File: src/rtl/con_ff_unit.sv
// Branch-condition flip-flop: evaluates the C2 field of IR against the bus
// and registers the result when CON_in is asserted.
module con_ff_unit (
  input  logic        clock,
  input  logic        con_FF_Reset,
  input  logic [31:0] IR,
  input  logic [31:0] bus,
  input  logic        CON_in,
  output logic        CON_out
);

  logic        [1:0]  c2;
  logic signed [31:0] bus_s;
  logic               bus_zero;
  logic               bus_neg;
  logic               cond_d;
  logic               con_q;
  logic               unused_ir;

  assign c2        = IR[20:19];
  assign bus_s     = $signed(bus);
  assign bus_zero  = ~(|bus_s);
  assign bus_neg   = bus_s[31];
  assign unused_ir = ^{IR[31:21], IR[18:0]};

  always_comb begin
    cond_d = 1'b0;
    case (c2)
      2'b00:   cond_d = bus_zero;
      2'b01:   cond_d = ~bus_zero;
      2'b10:   cond_d = ~bus_neg;
      2'b11:   cond_d = bus_neg;
      default: cond_d = 1'b0;
    endcase
  end

  // Stage boundary: condition register, output taken straight from the flop
  always_ff @(posedge clock or negedge con_FF_Reset) begin
    if (!con_FF_Reset) begin
      con_q <= 1'b0;
    end else if (CON_in) begin
      con_q <= cond_d;
    end
  end

  assign CON_out = con_q;

endmodule

File: config.mk
export PLATFORM = sky130hd
export DESIGN_NAME = con_ff_unit
export DESIGN_NICKNAME = d
export VERILOG_FILES = /design/src/rtl/con_ff_unit.sv
export SDC_FILE = /design/constraint.sdc
export NUM_CORES = 1
export LEC_CHECK = 0
export CAP_MARGIN = 5
export CORE_MARGIN = 4
export CORE_UTILIZATION = 11
export CTS_CLUSTER_DIAMETER = 120
export CTS_CLUSTER_SIZE = 16
export DETAILED_ROUTE_END_ITERATION = 8
export PLACE_DENSITY_LB_ADDON = 0.1
export SETUP_SLACK_MARGIN = 0.5
export SKIP_LAST_GASP = 1
export SYNTH_ARGS = -nofsm -noshare
export SYNTH_HDL_FRONTEND = slang
export SYNTH_SLANG_ARGS = --single-unit
File: constraint.sdc
create_clock -name clock -period 2.6 [get_ports clock]
set_clock_uncertainty 0.1 [all_clocks]
set_input_delay 0.65 -clock clock [delete_from_list [all_inputs] [get_ports clock]]
set_output_delay 0.65 -clock clock [all_outputs]
set_load 0.02 [all_outputs]
==> results of run 1 <==
-- critical path: cells and delay by family --
family                 cells  cell delay [ps]
and+or+nand+nor            4              820
buffers and inverters      1              390
-- per-layer routing --
metal,GRT usage (%),up-vias
li1,-,169
met1,7.176,138
met2,12.36,23
met3,1.581,0
met4,0,0
met5,0,-
-- power by group through the flow --
stage / clock, mW / sequential, mW / combinational (mW)
3_3_place_gp: 0 / 0.0188 / 0.0711
2_1_floorplan: 0 / 0.0212 / 0.00825
5_1_grt: 0 / 0.0192 / 0.0672
4_1_cts: 0 / 0.0188 / 0.0622
6_report: 0 / 0.0191 / 0.0623
3_5_place_dp: 0 / 0.0188 / 0.0713
-- final cells by class --
class,instances,share of cell area [%]
timing repair buffer,39,64.82
multi-input combinational,20,27.08
sequential,1,4.264
tap,15,3.198
inverter,1,0.6397
-- through the flow --
stage                     total power [mW]  worst slack (ps)  util, %  hold slack (ps)
after CTS                          0.08102             506.6    40.84            432.5
after global routing               0.08635             510.3    44.54            437.9
after global placement             0.08989             300.2    41.50            428.4
after detailed placement           0.09011             309.6    41.50            429.2
after floorplan                    0.02944             823.1        -            254.4
final                              0.08141             566.4    44.54            419.6
-- final timing paths --
path	startpoint	end	slack, ps	cells after the start
worst max-delay path	bus[12]	CON_out	570	5
worst min-delay path	CON_out	CON_out	420	2
worst max register to register	CON_out	CON_out	1660	2
worst min register to register	CON_out	CON_out	420	2
max in group asynchronous	con_FF_Reset	CON_out	1600	1
min in group asynchronous	con_FF_Reset	CON_out	700	1
-- what timing repair did --
action / CTS / global route
buffers inserted: 0 / 2
setup endpoints to repair: 1 / 1
gates resized for setup: 24 / 12
pin swaps: 13 / 10
-- kinds of logic (layout without fill, tap and decap cells) --
group	Yosys count	count (layout)	synth area share (%)
buf+inv	1	40	2.379
compound gates	2	2	8.728
simple gates	18	18	73.02
flops	1	1	15.87
-- layout by cell type, fill, tap and decap left out --
master,synthesis,layout
nor4_2,2,5
inv_1,1,1
or4_1,1,1
nor4_1,5,2
a221oi_2,0,1
nand3_1,2,2
dlymetal6s2s_1,0,7
nand4_1,1,1
dfrtp_1,1,1
clkdlybuf4s50_1,0,9
clkdlybuf4s15_1,0,3
buf_4,0,2
and3_1,1,1
nand2_1,1,1
nor3_2,0,1
nor2_1,2,2
dlygate4sd2_1,0,18
nand2b_1,2,2
o21ai_0,1,1
==> reports/metrics.csv, run 1 <==
metric,value,unit
status,finished clean,
endpoint_kind,flip-flop,
grt_max_degree,4,
wire_per_inst,10.38,um
min_period,2034,ps
p_leak,0.2888,nW
clkSlewWorstSetupHoldPaths,0,ps
final-seq-area,25.02,um^2
ir_worst_vdd,0.06541,mV
rsz0062_at_grt,false,
final_cells,76,
synth_warnings,0,
crit_chain,clkdlybuf4s50_1 > nor4_1 > nand2_1 > or4_1 > nand3_1,
clkPwrFrac,0,%
slew_violations,0,
synth_edf_count,0,
yosysUniqueCellTypes,14,
grt_pass1_vias,294,
postSynthCellCount,22,
dr.pass1.iters,1,
synthesis.nets,89,
multiInputGateArea,158.9,um^2
ys_seq_area_share,15.87,%
die_h,45.86,um
slowest_stage,or4_1,
fillers,140,
portBuffers,37,
startpoint_type,input port,
start_util,11.97,%
fmax,491.7,MHz
dr_wl_met2,365,um
dr_wl_met3,149,um
placed_area,546.8,um^2
dieArea,0.002103,mm^2
core_area,0.001318,mm^2
fin_nets,130,
drt-initial-drc-count,0,
criticalPathCategory,input port to flip-flop,
synth_top_area_share,19.84,%
insertion_delay,0,ps
intPower,0.06220,mW
area_delta_synth_final,272.2,%
pwr-share-comb,76.6,%
post-synth-top-count-cell,nor4_1,
drive_above_1_share,14.75,%
worstPathArrival,1860,ps
netlist_top_cells_area,"nor4_1 20%, dfrtp_1 16%, nor4_2 16%, nand2b_1 7.9%, nand3_1 6.3%",
p_sw_share,23.60,%
vias_per_cell,4.342,
yosys-top-cells-count,"5 x nor4_1, 2 x nand2b_1, 2 x nand3_1, 2 x nor2_1, 2 x nor4_2",
setup_viol,0,
critical_path.max_fanout,2,
fin_crit_sh,78.22,%
synth_flop_cell,dfrtp_1,
antenna_cells,0,
synth_top_cell_by_area,nor4_1,
hold_violations,0,
required,2430,ps
antenna_found_initial,0,
holdBufCountCts,0,
seq_power_share,23.4,%
grt_pass1_wl,1062,um
vias,330,
p_per_area,138.7,mW/mm^2
design_area,586.8,um^2
max_stage_delay,480,ps
tns,0,ps
std_cell_rows,13,
routed_wl,789,um
synthArstFlopShare,100.0,%
syn_area,157.7,um^2
drc,0,
worstHoldPathType,flip-flop to flip-flop,
gp_congestion,0.6323,
tightest_slew,226.4,ps
pin_count,68,
place_hpwl,745.8,um
final_antenna_net_count,0,
die_w,45.86,um
cap_viol_max_count,0,
largest_register_ffs,1,
switching_power,0.01921,mW
relSlewSlack,84.77,%
top_layer,met3,
track_usage,6.349,%
grt_overflow,0,
ys_ff_latch,1,
dp.cells,74,
avgSynthCellArea,7.166,um^2
wl_met1,274,um
Power figures use the tool's default switching activity.
==> run 2, diff against run 1 <==
--- a/config.mk
+++ b/config.mk
@@ -7,7 +7,7 @@
 export LEC_CHECK = 0
 export CAP_MARGIN = 5
 export CORE_MARGIN = 4
-export CORE_UTILIZATION = 11
+export CORE_UTILIZATION = 10
 export CTS_CLUSTER_DIAMETER = 120
 export CTS_CLUSTER_SIZE = 16
 export DETAILED_ROUTE_END_ITERATION = 8
==> constraint.sdc (replaced) <==
create_clock -name clock -period 1.7 [get_ports clock]
set_clock_uncertainty 0.1 [all_clocks]
set_input_delay 0.425 -clock clock [delete_from_list [all_inputs] [get_ports clock]]
set_output_delay 0.425 -clock clock [all_outputs]
set_load 0.02 [all_outputs]
==> run 2 against run 1 <==
Flip-flop and latch count unchanged. Final cell count increased by 1.3%. Routed wire length increased by 24%. Sequential power increased by 51%. Combinational power increased by 72%. Critical path type unchanged. Critical endpoint unchanged. Largest cell class unchanged. Highest routed layer unchanged.
==> reports/metrics.csv, run 2 (synthesis results as in run 1) <==
metric,value,unit,change
rsz0062_at_grt,true,,
drc,0,,unchanged
setup_ws,7.606,ps,-558.8 ps
criticalPathCategory,input port to flip-flop,,
std_cell_rows,14,,+1
routed_wl,981,um,+24%
switching_power,0.04150,mW,+120%
r2r_cells,2,,unchanged
die_h,47.71,um,+4.0%
vias_per_cell,4.351,,+0.20%
cap_viol_max_count,0,,unchanged
grt_pass1_vias,342,,+16%
worstPathArrival,1520,ps,-340 ps
fmax,590.9,MHz,
clkPwrFrac,0,%,unchanged
place_hpwl,805,um,+7.9%
p_leak,0.2426,nW,-16%
status,finished clean,,
fin_crit_sh,99.55,%,
clkSlewWorstSetupHoldPaths,0,ps,unchanged
relSlewSlack,85.15,%,+0.39 points
slew_violations,0,,unchanged
final_util,38.62,%,-5.9 points
die_w,47.71,um,+4.0%
dr.pass1.iters,1,,unchanged
p_per_area,232.7,mW/mm^2,+68%
portBuffers,37,,unchanged
p_sw_share,30.65,%,+7.1 points
seq_power_share,21.3,%,-2.1 points
hold_violations,0,,unchanged
vias,335,,+1.5%
intPower,0.09387,mW,+51%
drive_above_1_share,49.18,%,+34 points
min_period,1692,ps,
hold_depth,2,,unchanged
grt_overflow,0,,unchanged
layout_commonest_cell,clkdlybuf4s15_1,,
pwr-share-comb,78.7,%,+2.1 points
antenna_cells,0,,unchanged
antenna_found_initial,0,,unchanged
start_util,10.47,%,-1.5 points
final_cells,77,,+1.3%
track_usage,8.069,%,+1.7 points
endpoint_kind,flip-flop,,
dieArea,0.002276,mm^2,+8.2%
grt_pass1_wl,1373,um,+29%
insertion_delay,0,ps,unchanged
drt-initial-drc-count,0,,unchanged
grt_max_degree,4,,unchanged
final_antenna_net_count,0,,unchanged
pre_cts_slack,-299.9,ps,-609.5 ps
startpoint_type,input port,,
worstHoldPathType,flip-flop to flip-flop,,
pin_count,68,,unchanged
ir_worst_vdd,0.09224,mV,+41%
largest_register_ffs,1,,unchanged
setup_viol,0,,unchanged
gp_congestion,0.6301,,-0.35%
required,1530,ps,-900 ps
core_area,0.001506,mm^2,+14%
mostFrequentLayoutCells,"10 x clkdlybuf4s15_1, 8 x clkbuf_2, 7 x buf_6, 6 x dlygate4sd2_1",,
wire_per_inst,12.74,um,+23%
tightest_slew,222.7,ps,-3.695 ps
fin_nets,130,,unchanged
dp.cells,76,,+2.7%
fillers,171,,+22%
area_delta_synth_final,269.0,%,
critical_path.max_fanout,2,,unchanged
==> run 2: changes by cell type in the layout (fill, tap and decap cells not counted), moves of 5 or more <==
cell / before / now
nor4_4: 0 / 5
clkdlybuf4s50_1: 9 / 1
buf_6: 0 / 7
clkbuf_2: 0 / 8
dlymetal6s2s_1: 7 / 0
buf_2: 0 / 5
clkdlybuf4s15_1: 3 / 10
dlygate4sd2_1: 18 / 6
==> run 2: metrics by stage <==
| step | area (um^2) | hold WS [ps] | power [mW] | setup TNS, ps |
|---|---|---|---|---|
| finish | 581.8 | 423.1 | 0.1354 | 0 |
| floorplan | 191.4 | 29.41 | 0.04689 | 0 |
| global placement | 589.3 | 430.6 | 0.1466 | -295.4 |
| global route | 581.8 | 467.1 | 0.1430 | -56.73 |
| detailed placement | 589.3 | 431.3 | 0.1475 | -299.9 |
| CTS | 581.8 | 424.8 | 0.1277 | 0 |
==> run 2: worst paths after layout <==
check,from,endpoint,slack [ps]
max,bus[2],CON_out,8
min,CON_out,CON_out,420
max reg2reg,CON_out,CON_out,750
min reg2reg,CON_out,CON_out,420
max in group asynchronous,con_FF_Reset,CON_out,930
min in group asynchronous,con_FF_Reset,CON_out,470
==> run 2: area by class of cell <==
type | instances | area, um^2 | area share (%)
inverter | 1 | 3.754 | 0.6452
multi-input combinational | 20 | 211.5 | 36.34
sequential | 1 | 25.02 | 4.301
tap | 16 | 20.02 | 3.441
timing repair buffer | 39 | 321.6 | 55.27
==> run 2: timing repair <==
action	CTS	global route
resized for setup	79	29
pin swaps	13	6
cloned	0	0
setup endpoints to repair	2	2
buffers inserted	1	0
hold buffers	0	0
==> run 2: power by group through the flow <==
| stage | clock network, mW | registers (mW) | logic, mW |
|---|---|---|---|
| 2_1_floorplan | 0 | 0.0324 | 0.0145 |
| 3_3_place_gp | 0 | 0.0290 | 0.118 |
| 3_5_place_dp | 0 | 0.0288 | 0.119 |
| 4_1_cts | 0 | 0.0288 | 0.0989 |
| 5_1_grt | 0 | 0.0293 | 0.114 |
| 6_report | 0 | 0.0289 | 0.107 |
==> run 2: per-layer routing <==
metal  vias to the layer above  track usage [%]  part of all wire [%]
li1                        169                -                     -
met1                       145            9.011                    33
met2                        21            16.09                    53
met3                         0            1.880                    14
met4                         0                0                     0
met5                         -                0                     0
==> run 2: worst max-delay path, cell delays in order <==
cell     delay [ps]
buf_2           110
nor4_4          240
nand4_1         140
or4_1           530
nand3_1          80
